[src/rtl/axi_lite_sram_ctrl_pkg.sv]
// axi_sram_pkg: response encodings, controller FSM states and the word-index
// shift shared by the AXI4-Lite SRAM controller and its bench.
// Optional feature macro: AXI_SRAM_WSTRB_RMW_EN adds the RMW_READ state.
package axi_sram_pkg;

    localparam logic [1:0] RESP_OKAY   = 2'b00;
    localparam logic [1:0] RESP_SLVERR = 2'b10;
    localparam logic [1:0] RESP_DECERR = 2'b11;

    // Byte address to SRAM word index.
    localparam int WORD_SHIFT = 2;

`ifdef AXI_SRAM_WSTRB_RMW_EN
    typedef enum logic [2:0] {
        ST_IDLE,
        ST_WR_STROBE,
        ST_WR_WAIT,
        ST_BRESP,
        ST_RD_STROBE,
        ST_RRESP,
        ST_RMW_READ
    } state_e;
`else
    typedef enum logic [2:0] {
        ST_IDLE,
        ST_WR_STROBE,
        ST_WR_WAIT,
        ST_BRESP,
        ST_RD_STROBE,
        ST_RRESP
    } state_e;
`endif

    // Direction of the most recent IDLE grant, used for round-robin arbitration.
    typedef enum logic {
        GRANT_WR = 1'b0,
        GRANT_RD = 1'b1
    } grant_e;

endpackage

[src/rtl/axi_lite_sram_ctrl_if.sv]
// AXI4-Lite bus bundle between an initiator and axi_lite_sram_ctrl.
// The slave modport is the controller's view, master is the initiator's view.
// Optional feature macro (controller side): AXI_SRAM_WSTRB_RMW_EN.
interface axi_lite_sram_ctrl_if #(
    parameter int ADDR_W = 32
) ();

    logic [ADDR_W-1:0] s_awaddr;
    logic              s_awvalid;
    logic              s_awready;

    logic [31:0]       s_wdata;
    logic [3:0]        s_wstrb;
    logic              s_wvalid;
    logic              s_wready;

    logic [1:0]        s_bresp;
    logic              s_bvalid;
    logic              s_bready;

    logic [ADDR_W-1:0] s_araddr;
    logic              s_arvalid;
    logic              s_arready;

    logic [31:0]       s_rdata;
    logic [1:0]        s_rresp;
    logic              s_rvalid;
    logic              s_rready;

    modport slave (
        input  s_awaddr, s_awvalid,
        output s_awready,
        input  s_wdata, s_wstrb, s_wvalid,
        output s_wready,
        output s_bresp, s_bvalid,
        input  s_bready,
        input  s_araddr, s_arvalid,
        output s_arready,
        output s_rdata, s_rresp, s_rvalid,
        input  s_rready
    );

    modport master (
        output s_awaddr, s_awvalid,
        input  s_awready,
        output s_wdata, s_wstrb, s_wvalid,
        input  s_wready,
        input  s_bresp, s_bvalid,
        output s_bready,
        output s_araddr, s_arvalid,
        input  s_arready,
        input  s_rdata, s_rresp, s_rvalid,
        output s_rready
    );

endinterface

[src/rtl/axi_lite_sram_ctrl_wstrb_merge.sv]
// axi_sram_wstrb_merge: byte-wise merge of a new word over an old word.
// Bytes whose strobe bit is set come from new_word_i, the rest from old_word_i.
// Only instantiated when AXI_SRAM_WSTRB_RMW_EN is defined.
module axi_sram_wstrb_merge (
    input  logic [31:0] old_word_i,
    input  logic [31:0] new_word_i,
    input  logic [3:0]  strb_i,
    output logic [31:0] merged_o
);

    genvar gi;
    generate
        for (gi = 0; gi < 4; gi++) begin : g_byte
            assign merged_o[gi*8 +: 8] = strb_i[gi] ? new_word_i[gi*8 +: 8]
                                                    : old_word_i[gi*8 +: 8];
        end
    endgenerate

endmodule

[src/rtl/axi_lite_sram_ctrl.sv]
// axi_lite_sram_ctrl: AXI4-Lite slave in front of a synchronous-write,
// combinational-read SRAM macro. One transaction in flight at a time;
// round-robin arbitration between writes and reads when both are pending.
// Optional feature macro: AXI_SRAM_WSTRB_RMW_EN enables read-modify-write for
// partial write strobes (otherwise partial strobes get SLVERR).
module axi_lite_sram_ctrl
    import axi_sram_pkg::*;
#(
    parameter int MEM_DEPTH = 1024,
    parameter int ADDR_W    = 32
) (
    input  logic                clk,
    input  logic                reset,
    axi_lite_sram_ctrl_if.slave s_axi,
    output logic [31:0]         mem_address,
    output logic [31:0]         mem_w_data,
    output logic                mem_chip_select,
    output logic                mem_write_en,
    input  logic [31:0]         mem_r_data,
    input  logic                mem_resp
);

    localparam int IDX_W   = $clog2(MEM_DEPTH);
    localparam int DEC_LSB = IDX_W + WORD_SHIFT;

    // Any set bit at or above the SRAM byte span means the access misses the array.
    function automatic logic addr_in_range(input logic [ADDR_W-1:0] addr);
        return (addr >> DEC_LSB) == '0;
    endfunction

    state_e      state_q, state_d;
    grant_e      last_grant_q, last_grant_d;
    logic [31:0] addr_q, addr_d;
    logic [31:0] wdata_q, wdata_d;
    logic [31:0] rdata_q, rdata_d;
    logic [1:0]  resp_q, resp_d;

    logic wr_pending, rd_pending;
    logic grant_wr, grant_rd;
    logic cs, we_n, bvalid, rvalid;

`ifdef AXI_SRAM_WSTRB_RMW_EN
    logic [3:0]  wstrb_q, wstrb_d;
    logic [31:0] merged_word;

    axi_sram_wstrb_merge u_merge (
        .old_word_i (mem_r_data),
        .new_word_i (wdata_q),
        .strb_i     (wstrb_q),
        .merged_o   (merged_word)
    );
`endif

    assign wr_pending = s_axi.s_awvalid & s_axi.s_wvalid;
    assign rd_pending = s_axi.s_arvalid;

    // Readies are gated by reset so nothing is handshaken that the registers cannot latch.
    assign grant_wr = (state_q == ST_IDLE) && !reset && wr_pending &&
                      (!rd_pending || (last_grant_q == GRANT_RD));
    assign grant_rd = (state_q == ST_IDLE) && !reset && rd_pending && !grant_wr;

    // Next-state, datapath capture and per-state bus/SRAM strobes.
    always_comb begin
        state_d      = state_q;
        last_grant_d = last_grant_q;
        addr_d       = addr_q;
        wdata_d      = wdata_q;
        rdata_d      = rdata_q;
        resp_d       = resp_q;
`ifdef AXI_SRAM_WSTRB_RMW_EN
        wstrb_d      = wstrb_q;
`endif
        cs           = 1'b0;
        we_n         = 1'b1;
        bvalid       = 1'b0;
        rvalid       = 1'b0;

        case (state_q)
            ST_IDLE: begin
                if (grant_wr) begin
                    last_grant_d = GRANT_WR;
                    addr_d       = 32'(s_axi.s_awaddr >> WORD_SHIFT);
                    wdata_d      = s_axi.s_wdata;
                    if (!addr_in_range(s_axi.s_awaddr)) begin
                        resp_d  = RESP_DECERR;
                        state_d = ST_BRESP;
                    end else if (s_axi.s_wstrb == 4'h0) begin
                        resp_d  = RESP_OKAY;
                        state_d = ST_BRESP;
                    end else if (s_axi.s_wstrb == 4'hF) begin
                        resp_d  = RESP_OKAY;
                        state_d = ST_WR_STROBE;
                    end else begin
`ifdef AXI_SRAM_WSTRB_RMW_EN
                        wstrb_d = s_axi.s_wstrb;
                        resp_d  = RESP_OKAY;
                        state_d = ST_RMW_READ;
`else
                        resp_d  = RESP_SLVERR;
                        state_d = ST_BRESP;
`endif
                    end
                end else if (grant_rd) begin
                    last_grant_d = GRANT_RD;
                    addr_d       = 32'(s_axi.s_araddr >> WORD_SHIFT);
                    if (!addr_in_range(s_axi.s_araddr)) begin
                        resp_d  = RESP_DECERR;
                        rdata_d = '0;
                        state_d = ST_RRESP;
                    end else begin
                        resp_d  = RESP_OKAY;
                        state_d = ST_RD_STROBE;
                    end
                end
            end
`ifdef AXI_SRAM_WSTRB_RMW_EN
            ST_RMW_READ: begin
                cs      = 1'b1;
                wdata_d = merged_word;
                state_d = ST_WR_STROBE;
            end
`endif
            ST_WR_STROBE: begin
                cs      = 1'b1;
                we_n    = 1'b0;
                state_d = ST_WR_WAIT;
            end
            ST_WR_WAIT: begin
                if (mem_resp) begin
                    state_d = ST_BRESP;
                end
            end
            ST_BRESP: begin
                bvalid = 1'b1;
                if (s_axi.s_bready) begin
                    state_d = ST_IDLE;
                end
            end
            ST_RD_STROBE: begin
                cs      = 1'b1;
                rdata_d = mem_r_data;
                state_d = ST_RRESP;
            end
            ST_RRESP: begin
                rvalid = 1'b1;
                if (s_axi.s_rready) begin
                    state_d = ST_IDLE;
                end
            end
            default: begin
                state_d = ST_IDLE;
            end
        endcase
    end

    // State and captured transaction; reset drops any in-flight transaction.
    always_ff @(posedge clk or posedge reset) begin
        if (reset) begin
            state_q      <= ST_IDLE;
            last_grant_q <= GRANT_RD;
            addr_q       <= '0;
            wdata_q      <= '0;
            rdata_q      <= '0;
            resp_q       <= RESP_OKAY;
`ifdef AXI_SRAM_WSTRB_RMW_EN
            wstrb_q      <= '0;
`endif
        end else begin
            state_q      <= state_d;
            last_grant_q <= last_grant_d;
            addr_q       <= addr_d;
            wdata_q      <= wdata_d;
            rdata_q      <= rdata_d;
            resp_q       <= resp_d;
`ifdef AXI_SRAM_WSTRB_RMW_EN
            wstrb_q      <= wstrb_d;
`endif
        end
    end

    assign s_axi.s_awready = grant_wr;
    assign s_axi.s_wready  = grant_wr;
    assign s_axi.s_arready = grant_rd;
    assign s_axi.s_bvalid  = bvalid;
    assign s_axi.s_rvalid  = rvalid;
    assign s_axi.s_bresp   = resp_q;
    assign s_axi.s_rresp   = resp_q;
    assign s_axi.s_rdata   = rdata_q;

    assign mem_address     = addr_q;
    assign mem_w_data      = wdata_q;
    assign mem_chip_select = cs;
    assign mem_write_en    = we_n;

endmodule

[src/flat_wrapper.sv]
// flat-port wrapper written by rule: the top's interface ports become plain ports
module axi_lite_sram_ctrl_flat import axi_sram_pkg::*;
#(
    parameter int MEM_DEPTH = 1024,
    parameter int ADDR_W    = 32
)
  (clk, reset, mem_address, mem_w_data, mem_chip_select, mem_write_en, mem_r_data, mem_resp, s_axi_s_awaddr, s_axi_s_awvalid, s_axi_s_awready, s_axi_s_wdata, s_axi_s_wstrb, s_axi_s_wvalid, s_axi_s_wready, s_axi_s_bresp, s_axi_s_bvalid, s_axi_s_bready, s_axi_s_araddr, s_axi_s_arvalid, s_axi_s_arready, s_axi_s_rdata, s_axi_s_rresp, s_axi_s_rvalid, s_axi_s_rready);
  axi_lite_sram_ctrl_if #(.ADDR_W(ADDR_W)) s_axi_i ();
  input  logic clk;
  input  logic reset;
  output logic [31:0] mem_address;
  output logic [31:0] mem_w_data;
  output logic mem_chip_select;
  output logic mem_write_en;
  input  logic [31:0] mem_r_data;
  input  logic mem_resp;
  input wire logic [$bits(s_axi_i.s_awaddr)-1:0] s_axi_s_awaddr;
  input wire logic [$bits(s_axi_i.s_awvalid)-1:0] s_axi_s_awvalid;
  output wire logic [$bits(s_axi_i.s_awready)-1:0] s_axi_s_awready;
  input wire logic [$bits(s_axi_i.s_wdata)-1:0] s_axi_s_wdata;
  input wire logic [$bits(s_axi_i.s_wstrb)-1:0] s_axi_s_wstrb;
  input wire logic [$bits(s_axi_i.s_wvalid)-1:0] s_axi_s_wvalid;
  output wire logic [$bits(s_axi_i.s_wready)-1:0] s_axi_s_wready;
  output wire logic [$bits(s_axi_i.s_bresp)-1:0] s_axi_s_bresp;
  output wire logic [$bits(s_axi_i.s_bvalid)-1:0] s_axi_s_bvalid;
  input wire logic [$bits(s_axi_i.s_bready)-1:0] s_axi_s_bready;
  input wire logic [$bits(s_axi_i.s_araddr)-1:0] s_axi_s_araddr;
  input wire logic [$bits(s_axi_i.s_arvalid)-1:0] s_axi_s_arvalid;
  output wire logic [$bits(s_axi_i.s_arready)-1:0] s_axi_s_arready;
  output wire logic [$bits(s_axi_i.s_rdata)-1:0] s_axi_s_rdata;
  output wire logic [$bits(s_axi_i.s_rresp)-1:0] s_axi_s_rresp;
  output wire logic [$bits(s_axi_i.s_rvalid)-1:0] s_axi_s_rvalid;
  input wire logic [$bits(s_axi_i.s_rready)-1:0] s_axi_s_rready;
  assign s_axi_i.s_awaddr = s_axi_s_awaddr;
  assign s_axi_i.s_awvalid = s_axi_s_awvalid;
  assign s_axi_s_awready = s_axi_i.s_awready;
  assign s_axi_i.s_wdata = s_axi_s_wdata;
  assign s_axi_i.s_wstrb = s_axi_s_wstrb;
  assign s_axi_i.s_wvalid = s_axi_s_wvalid;
  assign s_axi_s_wready = s_axi_i.s_wready;
  assign s_axi_s_bresp = s_axi_i.s_bresp;
  assign s_axi_s_bvalid = s_axi_i.s_bvalid;
  assign s_axi_i.s_bready = s_axi_s_bready;
  assign s_axi_i.s_araddr = s_axi_s_araddr;
  assign s_axi_i.s_arvalid = s_axi_s_arvalid;
  assign s_axi_s_arready = s_axi_i.s_arready;
  assign s_axi_s_rdata = s_axi_i.s_rdata;
  assign s_axi_s_rresp = s_axi_i.s_rresp;
  assign s_axi_s_rvalid = s_axi_i.s_rvalid;
  assign s_axi_i.s_rready = s_axi_s_rready;
  axi_lite_sram_ctrl #(.MEM_DEPTH(MEM_DEPTH), .ADDR_W(ADDR_W)) u_core (.clk(clk), .reset(reset), .s_axi(s_axi_i), .mem_address(mem_address), .mem_w_data(mem_w_data), .mem_chip_select(mem_chip_select), .mem_write_en(mem_write_en), .mem_r_data(mem_r_data), .mem_resp(mem_resp));
endmodule
[config.mk]
export PLATFORM = sky130hd
export DESIGN_NAME = axi_lite_sram_ctrl_flat
export DESIGN_NICKNAME = d
export VERILOG_FILES = /design/src/rtl/axi_lite_sram_ctrl_pkg.sv /design/src/rtl/axi_lite_sram_ctrl_if.sv /design/src/rtl/axi_lite_sram_ctrl_wstrb_merge.sv /design/src/rtl/axi_lite_sram_ctrl.sv /design/src/flat_wrapper.sv
export SDC_FILE = /design/constraint.sdc
export NUM_CORES = 1
export LEC_CHECK = 0
export ABC_AREA = 1
export ABC_CLOCK_PERIOD_IN_PS = 9600
export BUFFER_PORTS_ARGS = -buffer_cell sky130_fd_sc_hd__buf_4
export CORE_MARGIN = 4
export CORE_UTILIZATION = 45
export CTS_CLUSTER_SIZE = 10
export DETAILED_ROUTE_END_ITERATION = 16
export GPL_TIMING_DRIVEN = 0
export PLACE_DENSITY = 0.8
export SLEW_MARGIN = 20
export SYNTH_ARGS = -nofsm -noshare
export SYNTH_HDL_FRONTEND = slang
export SYNTH_SLANG_ARGS = --single-unit
[constraint.sdc]
create_clock -name clk -period 9.6 [get_ports clk]
set_clock_uncertainty 0.15 [all_clocks]
set_input_delay 2.88 -clock clk [delete_from_list [all_inputs] [get_ports clk]]
set_output_delay 2.88 -clock clk [all_outputs]
set_load 0.01 [all_outputs]
# After elaboration in Yosys (flattened, before gate mapping)
# Cells that the tools add are included.
# classes
mux	28
n_eq_ne	13
n_bitwise	1
n_reduce_logical	20
# op_table
op	count
$mux W32	5
$logic_not A32 Y1	2
$pmux W32 S2	1
$mux W3	7
$pmux W3 S6	1
$mux W2	7
$ne A2 B2 Y1 const B	6
$reduce_and A4 Y1	2
$mux W1	7
$eq A3 B2 Y1 const B	2
$eq A3 B3 Y1 const B	2
$logic_and A1 B1 Y1	5
$eq A4 B4 Y1 const B	1
$logic_not A4 Y1	1
$reduce_and A2 Y1	2
$reduce_bool A2 Y1	2
$eq A3 B1 Y1 const B	1
$logic_not A1 Y1	3
$logic_not A3 Y1	1
$ne A3 B2 Y1 const B	1
$reduce_or A2 Y1	1
$and A1 B1 Y1	1
$logic_or A1 B1 Y1	1
# word_totals
in_bits	140
register_bits	102

# Logic depth before layout (Yosys ltp)
# Gate-level depths: netlist of the first run.
# logic_depth
depth_word	9
ltp_mapped	11
depth_no_buf	9

# Worst setup path before layout of the first run
# OpenSTA, ideal clock, no wires.
# synth_path
path_type	input to output
from	input reset
to	output s_axi_s_wready
path_stages	6
slack_ns	0.717
path_buffers	3
arrival_time_ns	5.853
path_cell_list	inv_1 -> nand3_2 -> nor2_1 -> buf_6 -> buf_4 -> buf_4
# synth_between
elab_chain_len	4
# synth_rtl
item	line_no	source
start: declaration	flat_wrapper.sv:10	input logic reset;
$logic_not A1 Y1	axi_lite_sram_ctrl.sv:58	assign grant_wr = (state_q == ST_IDLE) && !reset && wr_pending &&
$logic_and A1 B1 Y1 (3 in a row)	axi_lite_sram_ctrl.sv:58	
end: declaration	flat_wrapper.sv:23	output wire logic [$bits(s_axi_i.s_wready)-1:0] s_axi_s_wready;
# No other way between the ends.

# Worst setup path in the final report of the first run
# Ends and elaborated chain as after synthesis.

==> results_dict.tcl, run 1 <==
set metrics [dict create \
    post_cts_resize_count 0 \
    fill_cells 802 \
    timing.final.setup_violations 0 \
    cts-buffers-inserted 9 \
    commonest_non_fill_non_tap_cell_in_the_layout "sky130_fd_sc_hd__buf_4" \
    layout.core_utilization 0.687 \
    r2r.worst_path.cells 8 \
    diodes 0 \
    whs_endpoint "u_core.mem_w_data[21]$_DFFE_PP0N_" \
    ys_seq_elements 100 \
    first_global_vias 4423 \
    critPathMostFrequentCell "sky130_fd_sc_hd__buf_4" \
    detailedRoute.firstPassIterationCount 4 \
    drt_drc_violations_left 0 \
    boundaryPins 247 \
    finalNetCount 927 \
    clock_path_buffers 2 \
    period_needed_ns 7.54 \
    grt_first_pass_wirelength_um 21400 \
    rr_startpoint "u_core.state_q[0]$_DFFE_PP0P_" \
    cp_cell_sequence "buf_4 > inv_6 > buf_16 > nand3_2 > nor2_1 > buf_6 > buf_4 > buf_4 > buf_4" \
    chipWidth_um 107 \
    post-route-period-util 0.785 \
    setup_tns_final_ns 0 \
    grt_antenna_before_repair 0 \
    max_freq_ghz 0.133 \
    critical_path_required_ns 6.57 \
    cts.root.buffer_cell "sky130_fd_sc_hd__clkbuf_8" \
    cts.hold.buffers_added 0 \
    yosysWarnings 0 \
    totalWireLength_um 13800 \
    coreArea_um2 9680 \
    die_height_um 107 \
    timing.reg2reg.setup_slack_ns 7.84 \
    regToRegEndpoint "u_core.s_axi.s_rdata[28]$_DFFE_PP0P_" \
    critPathArrivalTime_ns 4.51 \
    cpMaxStageDelayCell "sky130_fd_sc_hd__buf_16" \
    worst_setup_sp_type "input pin" \
    grtUsageTotal 0.235 \
    timing.critical_path.slowest_cell_delay_ns 0.33 \
    netlist-cell-type-count 28 \
    synthesis.instances 534 \
    std_cell_rows 36 \
    powerDensity_nw_per_um2 280 \
    hp-class "flop to flop" \
    syn-cell-area_um2 4450 \
    synthesis.area_per_instance_um2 8.33 \
    grt_max_degree 62 \
    report.final.slew_viol_count 0 \
    clock_latency_of_the_later_clocked_register_in_the_worst_skew_pair_ns 0.35 \
    buffer_ports.inserted 240 \
    clkSlewWorstSetupHoldPaths_ns 0.09 \
    post_route_cells_drive_above_1_share 0.383 \
    min_from "u_core.mem_w_data[21]$_DFFE_PP0N_" \
    vias_per_cell 4.86 \
    max-cap-violations 0 \
    cts-htree-levels 3 \
    p_total_uw 1870 \
    cts_tree "yes" \
    cp-end-kind "output port" \
    post-dp-hpwl_um 10900 \
    layout_area_overhead_pct 49.6 \
    irDropWorstVdd_v 0.000144 \
    hold_violations 0 \
    routed-via-count 4495 \
    layout_common_cells "sky130_fd_sc_hd__buf_4 (253), sky130_fd_sc_hd__nand2_1 (242), sky130_fd_sc_hd__dfrtp_1 (99)" \
    grt-ovfl-total 0 \
    grt_setup_unrepaired "no" \
    total_leakage_power_uw 0.00370 \
    floorplan.die_area_um2 11500 \
    numPlacedInstances 909 \
    post_cts_buffers 0 \
    status "complete, no violations" \
    instances_no_fill 925 \
    detail_route.iter0.violations 265 \
    tritoncts_num_sinks 100 \
    fin_worst_hold_slack_ns 0.331 \
    drt.antenna.violating_nets 0 \
    ws_path_type "input pin to output port" \
    worstHoldPathCells 2 \
    synth_sequential_area_ratio 0.563 \
    critical_path.max_fanout 61 \
    gp_congestion 0.799 \
    initial_core_util 0.459 \
    wl_per_cell_um 14.9 \
]
-- metal layers --
layer	vias up	routed length (µm)	track usage
met5	-	0	0
met4	0	388	0.0920
met3	29	1310	0.0732
met2	197	6770	0.393
met1	2080	5300	0.283
li1	2189	-	-
-- worst max-delay path by stage --
stage                      from              end  slack (ns)  cells past startpoint
after CTS                 reset   s_axi_s_wready        1.98                      9
after global routing      reset   s_axi_s_wready        1.83                      9
after floorplan           reset   s_axi_s_wready        0.72                      6
final                     reset   s_axi_s_wready        2.06                      9
after detailed placement  reset   s_axi_s_wready        1.98                      9
after global placement    reset  s_axi_s_arready       -0.49                      6
-- cell type report --
type	count	area, µm²	area share
Clock inverter	4	47.5	0.00714
Timing Repair Buffer	241	1830	0.275
Tap cell	133	166	0.0250
Sequential cell	100	2500	0.376
Buffer	32	208	0.0312
Multi-Input combinational cell	383	1670	0.250
Inverter	20	80.1	0.0120
Clock buffer	12	155	0.0233
-- cells in the mapped netlist (all sizes together) --
| cell type | n | area share |
|---|---|---|
| nor2 | 38 | 0.036 |
| clkbuf | 3 | 0.0025 |
| nor3 | 4 | 0.0045 |
| nor4 | 1 | 0.0014 |
| dfrtp | 99 | 0.56 |
| a21oi | 6 | 0.0076 |
| conb | 1 | 0.00084 |
| nand3 | 46 | 0.054 |
| or2 | 1 | 0.0014 |
| o21ai | 20 | 0.023 |
| nand2 | 244 | 0.21 |
| dfstp | 1 | 0.0059 |
| o21bai | 1 | 0.0042 |
| buf | 29 | 0.044 |
| o211ai | 6 | 0.010 |
| inv | 20 | 0.017 |
| a22oi | 10 | 0.017 |
| nand4 | 4 | 0.0070 |
-- stage by stage --
step | area, µm² | worst slack [ns]
floorplan | 4450 | 0.717
global placement | 6420 | -0.487
detailed placement | 6450 | 1.98
CTS | 6660 | 1.98
global route | 6660 | 1.83
finish | 6660 | 2.06
-- report_power, final --
part           internal (µW)  switching, µW
Clock                    134            142
Combinational            420            437
Sequential               617            116
Total                   1170            695
-- kinds of logic after synthesis --
group                  synth area share
AO/OA/AOI/OAI                    0.0613
other                          0.000843
AND/OR/NAND/NOR                   0.311
buffers and inverters            0.0636
flip-flops                        0.563
-- flip-flops by register name (all words and copies together) (netlist names) --
name / count
u_core.s_axi.s_rdata: 32
u_core.s_axi.s_bresp: 2
u_core.last_grant_q: 1
u_core.mem_address: 30
u_core.mem_w_data: 32
u_core.state_q: 3
-- worst max-delay path: cells and delay by family --
kind	cells	cell delay (ns)
buffers and inverters	7	1.33
AND/OR/NAND/NOR	2	0.27
No activity file was read; power rests on OpenSTA's default activity.
==> run 2, diff against run 1 <==
- ABC_AREA: 1 -> 0
- ABC_CLOCK_PERIOD_IN_PS: 9600 -> 6580
- CORE_UTILIZATION: 45 -> 40
- PLACE_DENSITY: 0.8 -> 0.75
- clock period: 9.6 -> 6.58 ns (I/O delays scaled with it)
==> results_dict.tcl, run 2 <==
set metrics [dict create \
    status "complete, no violations" \
    grt_setup_unrepaired "no" \
    grtUsageTotal 0.199 \
    critical_path_required_ns 4.46 \
    synthesis.area_per_instance_um2 10.4 \
    synthDominantCellAreaShare 0.550 \
    commonest_non_fill_non_tap_cell_in_the_layout "sky130_fd_sc_hd__buf_4" \
    syn-cell-area_um2 4510 \
    post-dp-hpwl_um 10500 \
    setup_tns_final_ns 0 \
    synth.most_common_cell "sky130_fd_sc_hd__dfrtp_1" \
    first_global_vias 4172 \
    irDropWorstVdd_v 0.000175 \
    netSwitchingFraction 0.332 \
    initial_core_util 0.412 \
    cts.root.buffer_cell "sky130_fd_sc_hd__clkbuf_16" \
    synth_flop_cell "sky130_fd_sc_hd__dfrtp_1" \
    gp_congestion 0.911 \
    detail_route.iter0.violations 246 \
    post-synth-top-area-cell "sky130_fd_sc_hd__dfrtp_1" \
    floorplan.die_area_um2 13000 \
    boundaryPins 247 \
    critical_path.max_fanout 11 \
    cp-end-kind "output port" \
    layout_area_overhead_pct 51.4 \
    total_leakage_power_uw 0.00327 \
    synth_edf_count 0 \
    grt-ovfl-total 0 \
    post_route_cells_drive_above_1_share 0.437 \
    drt_drc_violations_left 0 \
    fill_cells 939 \
    pwr-share-seq 0.393 \
    finalNetCount 826 \
    commonest_cells_in_the_netlist "sky130_fd_sc_hd__dfrtp_1 (99), sky130_fd_sc_hd__nand2_1 (82), sky130_fd_sc_hd__o21ai_0 (35)" \
    hold_violations 0 \
    route.layer.met1.wl_um 5300 \
    vias_per_cell 4.93 \
    post_synth_main_area_contributors "sky130_fd_sc_hd__dfrtp_1 (55%), sky130_fd_sc_hd__mux2_2 (8.0%), sky130_fd_sc_hd__nand2_1 (6.8%), sky130_fd_sc_hd__mux2i_1 (6.7%), sky130_fd_sc_hd__o21ai_0 (3.9%)" \
    fin_worst_hold_slack_ns 0.339 \
    cts_tree "yes" \
    max_freq_ghz 0.180 \
    critPathArrivalTime_ns 3.44 \
    power.internal_uw 1710 \
    clock_latency_of_the_later_clocked_register_in_the_worst_skew_pair_ns 0.34 \
    grt_first_pass_wirelength_um 20600 \
    die_height_um 114 \
    synth-async-reset-ratio 1.00 \
    post_cts_buffers 0 \
    p_total_uw 2570 \
    cts-buffers-inserted 9 \
    comb_power_share 0.398 \
    detailedRoute.firstPassIterationCount 6 \
    hp-class "flop to flop" \
    timing.final.setup_violations 0 \
    cts-htree-levels 3 \
    layout_common_cells "sky130_fd_sc_hd__buf_4 (245), sky130_fd_sc_hd__dfrtp_1 (99), sky130_fd_sc_hd__nand2_1 (82)" \
    clkSlewWorstSetupHoldPaths_ns 0.07 \
    routed-via-count 4098 \
    numPlacedInstances 815 \
    worst_slew_margin_rel 0.521 \
    yosysWarnings 0 \
    grt_antenna_before_repair 0 \
    powerDensity_nw_per_um2 376 \
    ys_seq_elements 100 \
    grt_max_degree 55 \
    layout.core_utilization 0.624 \
    diodes 0 \
    worst-slew-pin-transition_ns 0.719 \
    wl_met2_um 6460 \
    coreArea_um2 10900 \
    switchingPower_uw 851 \
    period_needed_ns 5.56 \
    wl_met3_um 1370 \
    buffer_ports.inserted 240 \
    synthesis.instances 433 \
    report.final.slew_viol_count 0 \
    max-cap-violations 0 \
    std_cell_rows 38 \
    netlist-cell-type-count 38 \
    cts.hold.buffers_added 0 \
    wl_per_cell_um 15.9 \
    instances_no_fill 831 \
    worst_setup_sp_type "input pin" \
    post-route-period-util 0.845 \
    drt.antenna.violating_nets 0 \
    chipWidth_um 114 \
    post_cts_resize_count 0 \
    tritoncts_num_sinks 100 \
    clock_path_buffers 2 \
    totalWireLength_um 13200 \
    p_clk_frac 0.208 \
    top_layer_used "met4" \
    ws_path_type "input pin to output port" \
    synth_sequential_area_ratio 0.556 \
]
run 2: power by group through the flow:
stage	registers (µW)	clock network (µW)	logic, µW
5_1_grt	1040	577	1110
6_report	1010	535	1020
4_1_cts	1010	548	1040
3_3_place_gp	1000	0	1010
3_5_place_dp	1020	0	1040
2_1_floorplan	1110	0	358
run 2: routing by layer:
layer  global-route usage  up-vias
met5                    0        -
met4               0.0451        0
met3               0.0692       10
met2                0.327      171
met1                0.253     1928
li1                     -     1989
run 2: kinds of logic (layout without fill, tap and decap cells):
family / Yosys count / in the layout / share of synthesized area
AO/OA/AOI/OAI: 78 / 78 / 0.0933
other: 1 / 2 / 0.000832
AND/OR/NAND/NOR: 157 / 157 / 0.164
flip-flops: 100 / 100 / 0.556
buffers and inverters: 35 / 292 / 0.0403
multiplexers: 62 / 62 / 0.147
run 2: critical path, cell delays in order:
cell	delay, ns
sky130_fd_sc_hd__buf_4	0.14
sky130_fd_sc_hd__or4_1	0.45
sky130_fd_sc_hd__nor3_2	0.26
sky130_fd_sc_hd__buf_6	0.20
sky130_fd_sc_hd__buf_6	0.18
sky130_fd_sc_hd__buf_4	0.12
sky130_fd_sc_hd__buf_4	0.10
run 2: final timing paths:
path / from / end / slack [ns] / cells after the start
max in group asynchronous: reset / u_core.last_grant_q$_DFFE_PP1P_ / 4.12 / 3
max: reset / s_axi_s_wready / 1.02 / 7
min: u_core.mem_address[5]$_DFFE_PP0P_ / u_core.mem_address[5]$_DFFE_PP0P_ / 0.34 / 2
max reg2reg: u_core.state_q[0]$_DFFE_PP0P_ / u_core.s_axi.s_rdata[28]$_DFFE_PP0P_ / 4.34 / 5
min reg2reg: u_core.mem_address[5]$_DFFE_PP0P_ / u_core.mem_address[5]$_DFFE_PP0P_ / 0.34 / 2
min in group asynchronous: reset / u_core.state_q[0]$_DFFE_PP0P_ / 1.52 / 2
run 2: metrics by stage:
step / setup WS (ns) / cell area, µm²
floorplan: 1.38 / 4510
global placement: 0.697 / 6490
detailed placement: 1.01 / 6520
CTS: 1.00 / 6820
global route: 0.937 / 6820
finish: 1.02 / 6820
run 2: final cells by class:
type,instances,area (µm²),area share
Buffer,33,174,0.0255
Sequential cell,100,2500,0.367
Inverter,2,12.5,0.00183
Tap cell,140,175,0.0257
Multi-Input combinational cell,299,1830,0.268
Timing Repair Buffer,241,1830,0.268
Clock inverter,6,73.8,0.0108
Clock buffer,10,229,0.0336
==> run 3, diff against run 2 <==
- ABC_AREA: 0 -> 1
- ABC_CLOCK_PERIOD_IN_PS: 6580 -> 5000
- clock period: 6.58 -> 5 ns (I/O delays scaled with it)
==> results_dict.tcl, run 3 (synthesis gave the netlist of run 1 again) <==
set metrics [dict create \
    clkSlewWorstSetupHoldPaths_ns 0.09 \
    ws_path_type "input pin to output port" \
    clock_path_buffers 2 \
    critical_path_origin "reset" \
    critical_path.max_fanout 48 \
    gp_congestion 0.878 \
    first_global_vias 4487 \
    grt-ovfl-total 0 \
    post-route-period-util 0.960 \
    post_route_cells_drive_above_1_share 0.387 \
    commonest_non_fill_non_tap_cell_in_the_layout "sky130_fd_sc_hd__buf_4" \
    power.internal_uw 2330 \
    critical_path_required_ns 3.35 \
    coreArea_um2 10800 \
    numPlacedInstances 919 \
    cp-end-kind "output port" \
    finalNetCount 931 \
    hp-class "flop to flop" \
    diodes 0 \
    chipWidth_um 113 \
    totalWireLength_um 14000 \
    floorplan.die_area_um2 12900 \
    routed-via-count 4466 \
    tritoncts_num_sinks 100 \
    comb_power_share 0.450 \
    netSwitchingFraction 0.366 \
    setup_tns_final_ns 0 \
    detail_route.iter0.violations 262 \
    wl_per_cell_um 15.0 \
    instances_no_fill 935 \
    postLayoutCellArea_um2 6780 \
    grt_first_pass_wirelength_um 22200 \
    switchingPower_uw 1340 \
    worst_setup_sp_type "input pin" \
    vias_per_cell 4.78 \
    max_freq_ghz 0.208 \
    powerDensity_nw_per_um2 542 \
    critPathArrivalTime_ns 3.15 \
    cts-buffers-inserted 9 \
    clock_latency_of_the_later_clocked_register_in_the_worst_skew_pair_ns 0.35 \
    drt_drc_violations_left 0 \
    pwr-share-seq 0.383 \
    timing.final.ws_setup_ns 0.199 \
    std_cell_rows 38 \
    cts-htree-levels 3 \
    max-cap-violations 0 \
    initial_core_util 0.410 \
    timing.critical_path.slowest_cell_delay_ns 0.25 \
    cts.hold.buffers_added 0 \
    drt.antenna.violating_nets 0 \
    report.final.slew_viol_count 0 \
    crit_buf_inv 9 \
    grt_setup_unrepaired "no" \
    dp_worst_setup_slack_ns -0.270 \
    grtUsageTotal 0.215 \
    post-dp-hpwl_um 11100 \
    period_needed_ns 4.80 \
    cpMaxStageDelayCell "sky130_fd_sc_hd__buf_16" \
    grt_antenna_before_repair 0 \
    p_clk_frac 0.167 \
    cpLargestDelayFamily "buffers and inverters" \
    layout_common_cells "sky130_fd_sc_hd__buf_4 (252), sky130_fd_sc_hd__nand2_1 (242), sky130_fd_sc_hd__dfrtp_1 (99)" \
    dpl_cell_area_um2 6550 \
    timing.reg2reg.setup_slack_ns 3.18 \
    hold_violations 0 \
    die_height_um 113 \
    rr_startpoint "u_core.state_q[0]$_DFFE_PP0P_" \
    worst_setup_path_endpoint "s_axi_s_wready" \
    cts.root.buffer_cell "sky130_fd_sc_hd__clkbuf_8" \
    detailedRoute.firstPassIterationCount 4 \
    regToRegEndpoint "u_core.s_axi.s_rdata[14]$_DFFE_PP0P_" \
    buffer_ports.inserted 240 \
    boundaryPins 247 \
    cts_tree "yes" \
    timing.final.setup_violations 0 \
    crit_cells 11 \
    grt_max_degree 28 \
    cp_cell_sequence "buf_4 > clkinvlp_4 > buf_16 > buf_16 > buf_16 > nand3_2 > nor2_2 > buf_6 > buf_6 > buf_6 > buf_4" \
    total_leakage_power_uw 0.00375 \
    layout_area_overhead_pct 52.4 \
    irDropWorstVdd_v 0.000312 \
    status "complete, no violations" \
    r2r.worst_path.cells 8 \
]
-- run 3: cell count changes in the layout (fill, tap and decap cells not counted), moves of 16 or more --
cell / before / now
sky130_fd_sc_hd__nand2_1: 82 / 242
sky130_fd_sc_hd__nand3_1: 2 / 44
sky130_fd_sc_hd__mux2_2: 32 / 0
sky130_fd_sc_hd__mux2i_1: 30 / 0
sky130_fd_sc_hd__nand2b_1: 22 / 0
sky130_fd_sc_hd__a21oi_1: 24 / 5
sky130_fd_sc_hd__clkbuf_1: 22 / 3
sky130_fd_sc_hd__o21ai_0: 35 / 19
-- run 3: worst register-to-register path, delay by kind of cell (launching register included) --
family,cells,cell delay (ns)
buffers and inverters,2,0.36
and+or+nand+nor,6,0.82
DFF,1,0.37
-- run 3: layout make-up --
class,instances,area [µm²]
Tap cell,140,175
Clock inverter,6,113
Inverter,20,78.8
Timing Repair Buffer,244,1890
Clock buffer,9,124
Sequential cell,100,2500
Buffer,32,221
Timing Repair inverter,1,5.00
Fill cell,966,4060
Multi-Input combinational cell,383,1670
-- run 3: stage by stage --
step                 util  hold WS, ns  power [µW]
floorplan               -        0.343        2190
global placement    0.595        0.307        3030
detailed placement  0.604        0.309        3100
CTS                 0.627        0.332        3720
global route        0.625        0.353        3950
finish              0.625        0.328        3680
-- run 3: what timing repair did --
item | in CTS | in global routing
gates cloned | 1 | 0
buffers inserted | 1 | 0
resized for setup | 0 | 0
endpoints found under the hold margin | 0 | 0
endpoints found under the setup margin | 3 | 2
pin swaps | 0 | 0
-- run 3: metal layers --
layer	GRT usage	up-vias	part of all wire
li1	-	2195	-
met1	0.266	2064	0.40
met2	0.361	178	0.50
met3	0.0653	29	0.083
met4	0.0729	0	0.025
met5	0	-	0
-- run 3: worst min-delay path by stage --
stage / startpoint / to / cells past startpoint
global route: u_core.mem_w_data[7]$_DFFE_PP0N_ / u_core.mem_w_data[7]$_DFFE_PP0N_ / 2
floorplan: u_core.last_grant_q$_DFFE_PP1P_ / u_core.last_grant_q$_DFFE_PP1P_ / 2
CTS: u_core.mem_w_data[7]$_DFFE_PP0N_ / u_core.mem_w_data[7]$_DFFE_PP0N_ / 2
global placement: u_core.mem_w_data[1]$_DFFE_PP0N_ / u_core.mem_w_data[1]$_DFFE_PP0N_ / 2
finish: u_core.mem_w_data[7]$_DFFE_PP0N_ / u_core.mem_w_data[7]$_DFFE_PP0N_ / 2
detailed placement: u_core.mem_w_data[7]$_DFFE_PP0N_ / u_core.mem_w_data[7]$_DFFE_PP0N_ / 2
-- run 3: power groups by stage --
stage          registers (µW)  clock network [µW]  logic [µW]
6_report                 1410                 614        1650
5_1_grt                  1450                 668        1830
3_5_place_dp             1420                   0        1680
4_1_cts                  1410                 633        1680
3_3_place_gp             1400                   0        1630
2_1_floorplan            1560                   0         629
